--- src/rtl/chien_ctrl_if.sv ---
// Bundles the Chien search controller's request, locator, cell and result signals.
interface chien_ctrl_if;
  localparam int unsigned SW = 4;
  localparam int unsigned DW = 2;

  logic          start;
  logic [SW-1:0] lambda_0;
  logic [DW-1:0] lambda_deg;
  logic [SW-1:0] chien_1;
  logic [SW-1:0] chien_2;
  logic          control;
  logic          busy;
  logic          err_valid;
  logic [SW-1:0] err_loc;
  logic [DW-1:0] root_cnt;
  logic          done;
  logic          fail;

  modport master (
    output start, lambda_0, lambda_deg, chien_1, chien_2,
    input  control, busy, err_valid, err_loc, root_cnt, done, fail
  );

  modport slave (
    input  start, lambda_0, lambda_deg, chien_1, chien_2,
    output control, busy, err_valid, err_loc, root_cnt, done, fail
  );
endinterface

--- src/rtl/chien_ctrl.sv ---
// Chien search sequencer for a GF(16) RS(15) decoder: drives the Chien cells,
// flags locator roots as error positions and judges decoding success.
module chien_ctrl #(
  parameter int unsigned NSYM = 15
) (
  input  logic         clk,
  input  logic         reset,
  chien_ctrl_if.slave  bus
);
  localparam int unsigned SW = 4;
  localparam int unsigned DW = 2;
  localparam int unsigned STW = 2;

  localparam logic [STW-1:0] IDLE = 2'd0;
  localparam logic [STW-1:0] LOAD = 2'd1;
  localparam logic [STW-1:0] SCAN = 2'd2;
  localparam logic [STW-1:0] FIN  = 2'd3;

  localparam logic [SW-1:0] LAST    = SW'(NSYM);
  localparam logic [DW-1:0] CNT_MAX = DW'(3);

  logic [STW-1:0] state, state_nxt;
  logic [SW-1:0]  idx, idx_nxt;
  logic [SW-1:0]  lam0, lam0_nxt;
  logic [DW-1:0]  deg, deg_nxt;
  logic           control, control_nxt;
  logic           busy, busy_nxt;
  logic           err_valid, err_valid_nxt;
  logic [SW-1:0]  err_loc, err_loc_nxt;
  logic [DW-1:0]  root_cnt, root_cnt_nxt;
  logic           done, done_nxt;
  logic           fail, fail_nxt;
  logic           hit_c;

  // Locator evaluates to zero at alpha^idx: GF(16) sum of all terms.
  assign hit_c = (state == SCAN) && ((lam0 ^ bus.chien_1 ^ bus.chien_2) == '0);

  always_ff @(posedge clk) begin
    if (reset) begin
      state     <= IDLE;
      idx       <= '0;
      lam0      <= '0;
      deg       <= '0;
      control   <= 1'b0;
      busy      <= 1'b0;
      err_valid <= 1'b0;
      err_loc   <= '0;
      root_cnt  <= '0;
      done      <= 1'b0;
      fail      <= 1'b0;
    end else begin
      state     <= state_nxt;
      idx       <= idx_nxt;
      lam0      <= lam0_nxt;
      deg       <= deg_nxt;
      control   <= control_nxt;
      busy      <= busy_nxt;
      err_valid <= err_valid_nxt;
      err_loc   <= err_loc_nxt;
      root_cnt  <= root_cnt_nxt;
      done      <= done_nxt;
      fail      <= fail_nxt;
    end
  end

  always_comb begin
    state_nxt     = state;
    idx_nxt       = idx;
    lam0_nxt      = lam0;
    deg_nxt       = deg;
    control_nxt   = 1'b0;
    busy_nxt      = busy;
    err_valid_nxt = 1'b0;
    err_loc_nxt   = err_loc;
    root_cnt_nxt  = root_cnt;
    done_nxt      = 1'b0;
    fail_nxt      = fail;

    // Root at alpha^i maps to error position -i mod 15.
    if (hit_c) begin
      err_valid_nxt = 1'b1;
      err_loc_nxt   = (idx == LAST) ? '0 : SW'(LAST - idx);
      root_cnt_nxt  = (root_cnt == CNT_MAX) ? CNT_MAX : DW'(root_cnt + DW'(1));
    end

    case (state)
      IDLE: begin
        if (bus.start) begin
          state_nxt    = LOAD;
          idx_nxt      = '0;
          lam0_nxt     = bus.lambda_0;
          deg_nxt      = bus.lambda_deg;
          control_nxt  = 1'b1;
          busy_nxt     = 1'b1;
          root_cnt_nxt = '0;
          fail_nxt     = 1'b0;
        end
      end
      LOAD: begin
        state_nxt = SCAN;
        idx_nxt   = SW'(1);
      end
      SCAN: begin
        // Verdict includes a root found in this final cycle.
        if (idx == LAST) begin
          state_nxt = FIN;
          done_nxt  = 1'b1;
          fail_nxt  = (root_cnt_nxt != deg) || (deg == CNT_MAX);
        end else begin
          idx_nxt = SW'(idx + SW'(1));
        end
      end
      FIN: begin
        state_nxt = IDLE;
        idx_nxt   = '0;
        busy_nxt  = 1'b0;
      end
      default: state_nxt = IDLE;
    endcase
  end

  assign bus.control   = control;
  assign bus.busy      = busy;
  assign bus.err_valid = err_valid;
  assign bus.err_loc   = err_loc;
  assign bus.root_cnt  = root_cnt;
  assign bus.done      = done;
  assign bus.fail      = fail;
endmodule
--- src/flat_wrapper.sv ---
// flat-port wrapper written by rule: the top's interface ports become plain ports
module chien_ctrl_flat 
#(
  parameter int unsigned NSYM = 15
)
  (clk, reset, bus_start, bus_lambda_0, bus_lambda_deg, bus_chien_1, bus_chien_2, bus_control, bus_busy, bus_err_valid, bus_err_loc, bus_root_cnt, bus_done, bus_fail);
  chien_ctrl_if bus_i ();
  input  logic clk;
  input  logic reset;
  input wire logic [$bits(bus_i.start)-1:0] bus_start;
  input wire logic [$bits(bus_i.lambda_0)-1:0] bus_lambda_0;
  input wire logic [$bits(bus_i.lambda_deg)-1:0] bus_lambda_deg;
  input wire logic [$bits(bus_i.chien_1)-1:0] bus_chien_1;
  input wire logic [$bits(bus_i.chien_2)-1:0] bus_chien_2;
  output wire logic [$bits(bus_i.control)-1:0] bus_control;
  output wire logic [$bits(bus_i.busy)-1:0] bus_busy;
  output wire logic [$bits(bus_i.err_valid)-1:0] bus_err_valid;
  output wire logic [$bits(bus_i.err_loc)-1:0] bus_err_loc;
  output wire logic [$bits(bus_i.root_cnt)-1:0] bus_root_cnt;
  output wire logic [$bits(bus_i.done)-1:0] bus_done;
  output wire logic [$bits(bus_i.fail)-1:0] bus_fail;
  assign bus_i.start = bus_start;
  assign bus_i.lambda_0 = bus_lambda_0;
  assign bus_i.lambda_deg = bus_lambda_deg;
  assign bus_i.chien_1 = bus_chien_1;
  assign bus_i.chien_2 = bus_chien_2;
  assign bus_control = bus_i.control;
  assign bus_busy = bus_i.busy;
  assign bus_err_valid = bus_i.err_valid;
  assign bus_err_loc = bus_i.err_loc;
  assign bus_root_cnt = bus_i.root_cnt;
  assign bus_done = bus_i.done;
  assign bus_fail = bus_i.fail;
  chien_ctrl #(.NSYM(NSYM)) u_core (.clk(clk), .reset(reset), .bus(bus_i));
endmodule
--- config.mk ---
export PLATFORM = sky130hd
export DESIGN_NAME = chien_ctrl_flat
export DESIGN_NICKNAME = d
export VERILOG_FILES = /design/src/rtl/chien_ctrl_if.sv /design/src/rtl/chien_ctrl.sv /design/src/flat_wrapper.sv
export SDC_FILE = /design/constraint.sdc
export NUM_CORES = 1
export LEC_CHECK = 0
export CAP_MARGIN = 10
export CORE_UTILIZATION = 30
export CTS_BUF_LIST = sky130_fd_sc_hd__clkbuf_2
export DETAILED_ROUTE_END_ITERATION = 8
export PLACE_DENSITY_LB_ADDON = 0.12
export SYNTH_ARGS = -nofsm -noshare
export SYNTH_HDL_FRONTEND = slang
export SYNTH_SLANG_ARGS = --single-unit
--- constraint.sdc ---
create_clock -name clk -period 1.8 [get_ports clk]
set_input_delay 0.54 -clock clk [delete_from_list [all_inputs] [get_ports clk]]
set_output_delay 0.54 -clock clk [all_outputs]
set_load 0.05 [all_outputs]
# Word level (Yosys, flattened, before mapping)
# Cells that the tools add are included.
word_totals:
  in_bits: 17
  register_bits: 23
  output_inout_bits: 11
op_classes:
  addsub: 3
  n_eq_ne: 10
  reduce_logical: 13
  bitwise: 4
  mux: 19
op_table:
  columns: ["op", "n"]
  rows:
  - ["4-bit one-hot mux with 4 select lines", 1]
  - ["2-bit 2-to-1 mux", 6]
  - ["4-bit 2-to-1 mux", 3]
  - ["2-bit == test, second input constant", 4]
  - ["2-bit one-hot mux with 4 select lines", 1]
  - ["2-bit AND reduction", 4]
  - ["4-bit XOR", 2]
  - ["1-bit 2-to-1 mux", 6]
  - ["2-bit != test, second input constant", 3]
  - ["4-bit by 1-bit adder with 4-bit output, second input constant", 1]
  - ["4-bit == test, second input constant", 1]
  - ["4-bit logical NOT", 1]
  - ["1-bit one-hot mux with 2 select lines", 2]
  - ["2-bit nonzero test", 2]
  - ["2-bit OR reduction", 2]
  - ["4-bit subtractor, first input constant", 1]
  - ["3-bit AND reduction", 1]
  - ["2-bit by 1-bit adder with 2-bit output, second input constant", 1]
  - ["2-bit by 1-bit == test with 1-bit output, second input constant", 1]
  - ["2-bit logical NOT", 1]
  - ["2-bit != test", 1]
  - ["1-bit NOT", 2]
  - ["1-bit logical AND", 1]
  - ["1-bit logical OR", 1]

# Logic depth before layout (Yosys ltp)
# Gate-level depths: netlist (run 1).
depth:
  depth_word: 9
  depth_mapped: 7
  mapped_depth_nobuf: 7

# Worst setup path after synthesis (run 1)
# No wires, ideal clock.
synth_path:
  path_type: "input to register"
  from: "input port bus_chien_1[2]"
  to: "register u_core.fail (netlist: u_core.bus.fail)"
  path_stages: 5
  setup_slack_ns: 0.004
  required_time_ns: 1.683
  setup_ns: 0.117
  t_arrival_ns: 1.678
  cell_sequence: "xnor2_2 xnor2_1 nor4_4 mux2i_1 a32o_1"
synth_via:
  elab_chain_cells: 9
synth_rtl:
  columns: ["element", "line", "text"]
  rows:
  - ["start, declared", "flat_wrapper.sv:13", "input wire logic [$bits(bus_i.chien_1)-1:0] bus_chien_1;"]
  - ["4-bit XOR (2 in series)", "chien_ctrl.sv:36", "assign hit_c = (state == SCAN) && ((lam0 ^ bus.chien_1 ^ bus.chien_2) == '0);"]
  - ["4-bit logical NOT", "chien_ctrl.sv:36", null]
  - ["1-bit logical AND", "chien_ctrl.sv:36", null]
  - ["2-bit 2-to-1 mux", "chien_ctrl.sv:80", "if (hit_c) begin"]
  - ["2-bit != test", "chien_ctrl.sv:108", "fail_nxt = (root_cnt_nxt != deg) || (deg == CNT_MAX);"]
  - ["1-bit logical OR", "chien_ctrl.sv:108", null]
  - ["1-bit 2-to-1 mux", "chien_ctrl.sv:105", "if (idx == LAST) begin"]
  - ["1-bit one-hot mux with 2 select lines", "chien_ctrl.sv:86", "case (state)"]
  - ["end signal, assigned", "chien_ctrl.sv:62", "fail <= fail_nxt;"]
  - ["end, declared", "chien_ctrl.sv:32", "logic fail, fail_nxt;"]
# Every way passes these cells. The select of a mux whose other input is x is not followed.
# A chain may end at the register's enable or synchronous reset.

# Worst setup path after layout (run 1)
layout_path:
  from: "input port bus_chien_2[1]"
  to: "register u_core.fail (netlist: u_core.bus.fail)"
layout_via:
  elab_chain_cells: 8
layout_rtl:
  columns: ["element", "line", "text"]
  rows:
  - ["start, declared", "flat_wrapper.sv:14", "input wire logic [$bits(bus_i.chien_2)-1:0] bus_chien_2;"]
  - ["4-bit XOR", "chien_ctrl.sv:36", null]
  - ["4-bit logical NOT", "chien_ctrl.sv:36", null]
  - ["1-bit logical AND", "chien_ctrl.sv:36", null]
  - ["2-bit 2-to-1 mux", "chien_ctrl.sv:80", null]
  - ["2-bit != test", "chien_ctrl.sv:108", null]
  - ["1-bit logical OR", "chien_ctrl.sv:108", null]
  - ["1-bit 2-to-1 mux", "chien_ctrl.sv:105", null]
  - ["1-bit one-hot mux with 2 select lines", "chien_ctrl.sv:86", null]
# Every way passes these cells. The select of a mux whose other input is x is not followed.

==> metrics.cfg, run 1 <==
[status]
outcome = complete, no violations

[die]
ios = 28
die_h_um = 62.8
dieArea_um2 = 3940
die_x_um = 62.8
row_count = 21
initial_core_util_pct = 32.2
core_um2 = 3440

[yosys]
synth_edf_count = 0
synth_nets = 149
synth_top_family_by_area = simple AND/OR/NAND/NOR gates
synth_xor_area_share_pct = 8.25
synthMuxAreaShare_pct = 4.52
avgSynthCellArea_um2 = 8.72
synth_cells = 127
seq_area_frac_synth_pct = 41.6
synthArstFlopShare_pct = 0
synthAdderAreaFrac_pct = 5.65
synth_cell_type_count = 31
ys.flop_type = dfxtp_1
synth_compound_area_share_pct = 14.1
ys_seq_elements = 23
synth_area_um2 = 1110
synth_simple_gate_area_share_pct = 22.8
ys_warn_count = 0

[sta]
worst_slack_ns = 0.0633
tightest_slew_ns = 0.362
max_freq_mhz = 576
finClkSkew_ns = 0.00298
hold_viol = 0
rsz0062_at_grt = no
finalSetupTns_ns = 0
setup_viol = 0
slew_headroom_pct = 75.9
final_max_slew_viol_count = 0
period_needed_ns = 1.74
post-route-period-util_pct = 96.5

[final_layout]
n_antenna_cell = 0
area_growth_pct = 40.3
nets = 182
final.fill_count = 352
fin_util_pct = 45.1
fin_cells = 205
drive_gt1_share_pct = 17.0

[power_and_ir_drop]
finalPower_uw = 1480
leakage_uw = 0.000620
clkPwrFrac_pct = 14.2
p_int_uw = 912
combPwrFrac_pct = 42.7
p_sw_uw = 563
netSwitchingFraction_pct = 38.2
p_per_area_nw_per_um2 = 949
peakVddDrop_mv = 0.470
seqPwrFrac_pct = 43.1

[min_path]
min_to = u_core.lam0[3]
worstHoldPathCells = 2
worstHoldPathType = reg -> reg
min_from = u_core.lam0[3]

[worst_setup_path]
start_kind = primary input
r2r-start = u_core.lam0[3]
r2r_slack_ns = 0.16
critPathArrivalTime_ns = 1.98
setup.worst_path.class = in -> reg
max_stage_delay_ns = 0.47
path_cells = clkdlybuf4s50_1, xnor2_1, xnor2_1, nor4_4, buf_4, mux2i_1, a32o_1
critPathSlowestCell = clkdlybuf4s50_1
worstPathMaxFanout = 4
r2r_cells = 6
r2r_end = u_core.bus.fail
required_ns = 2.04
path_common_cell = xnor2_1
endpoint_kind = flip-flop

[global_route]
grt_max_degree = 13
globalRouteOverflowTotal = 0
grt_pass1_wl_mm = 3.98
antenna_found_initial = 0
grt_use_total_pct = 12.9
grt_pass1_vias = 919

[clock_network]
insertion_delay_ns = 0.32
cts_setup_buffers = 0
tritoncts = built
cts_buffers = 3
cts-root-buf = clkbuf_2
cts_max_level = 1
cts.sinks = 23
clk_pin_slew_worst_paths_ns = 0.21
clk_path_buf_depth = 2

[route]
drt_iter0_drc = 26
routedWlPerCell_um = 12.0
first_pass_iters = 4
vias_per_cell = 4.70
drtAntennaViolNets = 0
routed_wl_mm = 2.46
num_vias = 964
drc = 0

[run]
drv_cap = 0

[placed_design]
gp_congestion = 0.758
dp_cells = 201
dp_hpwl_mm = 1.87
numPortBuffers = 27
post-place-ws_ns = -0.351

[area by class of cell]
cell class                 count  area (µm²)  share of cell area [%]
tap                           46        57.6                    3.70
clock buffer                   4        20.0                    1.29
inverter                       4        15.0                   0.966
sequential                    23         460                    29.6
timing repair buffer          33         373                    24.0
multi-input combinational     95         628                    40.4
[registers in the layout (all words and copies together) (netlist names), 2 cells and up]
signal and flops:
u_core.deg 2, u_core.lam0 4, u_core.bus.err_loc 4, u_core.state 2
u_core.bus.root_cnt 2, u_core.idx 4
[timing repair]
item                       CTS  global route
gates resized for setup      0             7
hold buffers                 0             0
setup endpoints to repair    0             6
[Yosys cell counts, types with 2 or more instances]
master | count | area share (%)
nor3_1 | 3 | 1.4
clkbuf_1 | 5 | 1.7
nand2b_1 | 4 | 2.3
dfxtp_1 | 23 | 42
ha_1 | 5 | 5.6
mux2i_1 | 5 | 4.5
nor2_1 | 13 | 4.4
o21ai_0 | 3 | 1.4
nor2b_1 | 2 | 1.1
nand2_1 | 21 | 7.1
inv_1 | 4 | 1.4
a21oi_1 | 14 | 6.3
nand4_1 | 3 | 1.7
xnor2_1 | 5 | 4.0
[metrics by stage]
| step | instance area [µm²] | hold slack, ns |
|---|---|---|
| after floorplan | 1110 | 0.437 |
| after CTS | 1530 | 0.477 |
| after detailed placement | 1510 | 0.453 |
| final | 1550 | 0.475 |
| after global placement | 1510 | 0.448 |
| after global routing | 1550 | 0.511 |
[placed cells by master (no fill, tap or decap), types with 5 or more instances in the layout]
cell type        count
dfxtp_1             23
nand2_1             20
a21oi_1             14
nor2_1              13
clkdlybuf4s50_1     12
buf_4               11
buf_12               6
xnor2_1              5
mux2i_1              5
[power by group through the flow]
stage	clock network [µW]	registers, µW	logic [µW]
5_1_grt	238	646	699
2_1_floorplan	0	686	363
3_3_place_gp	0	639	606
3_5_place_dp	0	642	612
6_report	209	636	630
4_1_cts	221	631	612
[cells by family (layout without fill, tap and decap cells)]
kind of cell | after synthesis | after routing
buffers and inverters | 9 | 41
AND/OR/NAND/NOR | 52 | 52
flip-flops | 23 | 23
multiplexers | 5 | 5
XOR/XNOR | 8 | 8
AO/OA/AOI/OAI | 25 | 25
adder cells (fa/ha/maj) | 5 | 5
[worst max-delay path, delay by kind of cell]
kind	cells	cell delay, ns
multiplexers	1	0.07
buffers and inverters	2	0.65
AO/OA/AOI/OAI	1	0.21
AND/OR/NAND/NOR	1	0.24
XOR/XNOR	2	0.26
[worst max-delay path by stage]
| stage | endpoint | cells past startpoint | slack (ns) | start |
|---|---|---|---|---|
| 4_1_cts | u_core.bus.fail | 7 | 0.03 | bus_chien_1[2] |
| 5_1_grt | u_core.bus.fail | 7 | 0.01 | bus_chien_1[1] |
| 2_1_floorplan | u_core.bus.fail | 5 | 0.004 | bus_chien_1[2] |
| 3_3_place_gp | u_core.bus.fail | 7 | -0.34 | bus_chien_1[2] |
| 3_5_place_dp | u_core.bus.fail | 7 | -0.35 | bus_chien_1[2] |
| 6_report | u_core.bus.fail | 7 | 0.06 | bus_chien_2[1] |
[metal layers]
layer	GRT usage, %	up-vias	wire length, µm	part of all wire (%)
met5	0	-	0	0
met4	4.36	0	15	0.61
met3	2.55	2	113	4.6
met2	21.2	22	1100	45
met1	16.7	441	1230	50
li1	-	499	-	-
Power figures use the tool's default switching activity.
==> inputs of run 2 (changes only) <==
clock period = 1.6 ns   (was 1.8 ns; I/O delays follow)
==> run 2 against run 1 <==
Net effect: clock-buffer cell count unchanged; combinational power up 32%; clock power up 13%; critical endpoint unchanged; largest cell class unchanged.
==> metrics.cfg, run 2 (synthesized netlist as in run 1, its figures left out) <==
[route]
first_pass_iters = 4
top_layer_used = met4
drc = 0
routedWlPerCell_um = 11.8
drt_iter0_drc = 48
vias_per_cell = 4.76
drtAntennaViolNets = 0
route.met2.wl_mm = 1.25
routed_wl_mm = 2.52
dr_wl_met3_um = 70
drt-met1-wl_mm = 1.18
num_vias = 1014

[worst_setup_path]
required_ns = 1.89
critPathArrivalTime_ns = 1.85
worstPathMaxFanout = 7
setup.worst_path.class = in -> reg
start_kind = primary input
endpoint_kind = flip-flop

[power_and_ir_drop]
leakage_uw = 0.000683
p_per_area_nw_per_um2 = 1050
finalPower_uw = 1790
peakVddDrop_mv = 0.386

[clock_network]
cts.sinks = 23
insertion_delay_ns = 0.32
tritoncts = built
cts_buffers = 3
clk_path_buf_depth = 2
cts_max_level = 1
clk_pin_slew_worst_paths_ns = 0.21
cts-root-buf = clkbuf_2

[sta]
slew_headroom_pct = 80.1
period_needed_ns = 1.56
finalSetupTns_ns = 0
setup_viol = 0
max_freq_mhz = 640
tightest_slew_ns = 0.297
finClkSkew_ns = 0.00284
final_max_slew_viol_count = 0
rsz0062_at_grt = no
hold_ws_ns = 0.472
post-route-period-util_pct = 97.7
hold_viol = 0

[die]
core_um2 = 3440
row_count = 21
die_h_um = 62.8
die_x_um = 62.8
initial_core_util_pct = 32.2
ios = 28
dieArea_um2 = 3940

[run]
drv_cap = 0

[global_route]
grt_use_total_pct = 13.9
grt_max_degree = 13
globalRouteOverflowTotal = 0
grt_pass1_wl_mm = 4.29
grt_pass1_vias = 979
antenna_found_initial = 0

[status]
outcome = complete, no violations

[final_layout]
final_cell_mix = nand2_1 (20), dfxtp_1 (20), a21oi_1 (14), nor2_1 (12)
fin_cells = 213
nets = 190
fin_area_um2 = 1700
drive_gt1_share_pct = 26.9
area_growth_pct = 53.8
n_antenna_cell = 0
biggestRegsByFlops = u_core.bus.err_loc x4, u_core.idx x4, u_core.lam0 x4

[placed_design]
gp_congestion = 0.751
dp_hpwl_mm = 1.95
placement.cell_area_um2 = 1640
numPortBuffers = 27
dp_cells = 207

[min_path]
worstHoldPathType = reg -> reg

## run 2: cell count changes in the layout (fill, tap and decap cells not counted), sizes merged
cell	delta
clkbuf	+2
clkdlybuf4s50	-4
buf	+8
dlygate4sd2	+4
dlymetal6s2s	-2
## run 2: per-stage QoR
step                      utilization (%)  setup slack, ns
final                                49.5           0.0372
after global routing                 49.5          0.00909
after CTS                            48.3          -0.0667
after detailed placement             47.5           -0.605
after global placement               47.5           -0.575
after floorplan                         -           -0.130
## run 2: worst paths after layout
path,from,end,slack [ns],depth (start not counted)
worst max-delay path,bus_chien_1[3],u_core.bus.fail,0.04,7
worst min-delay path,u_core.lam0[3],u_core.lam0[3],0.47,2
worst max register to register,u_core.idx[1],u_core.bus.fail,0.12,5
worst min register to register,u_core.lam0[3],u_core.lam0[3],0.47,2
## run 2: power breakdown
group	switching, µW	leakage, µW	internal (µW)
combinational	423	0.000478	410
clock	171	0.0000166	66.1
sequential	67.2	0.000188	652
total	661	0.000683	1130
## run 2: layer usage
| layer | track usage (%) | vias up |
|---|---|---|
| met1 | 18.3 | 476 |
| li1 | - | 518 |
| met2 | 22.0 | 16 |
| met3 | 2.92 | 4 |
| met4 | 5.23 | 0 |
| met5 | 0 | - |
## run 2: critical path, stage by stage
cell,delay (ns)
dlygate4sd2_1,0.23
xnor3_1,0.37
nand2_2,0.07
nor4_4,0.15
buf_6,0.17
mux2i_1,0.23
a32o_1,0.15
## run 2: timing repair
action                     in CTS  in global routing
gates resized for setup         8                 16
setup buffers                   1                  1
pin swaps                       8                  6
setup endpoints to repair       8                 10
hold buffers                    0                  0
## run 2: layout make-up
cell class                      count  area (µm²)
Fill cell                         336        1740
Tap cell                           46        57.6
Clock buffer                        4        20.0
Sequential cell                    23         464
Multi-Input combinational cell     95         659
Inverter                            4        15.0
Timing Repair Buffer               41         487
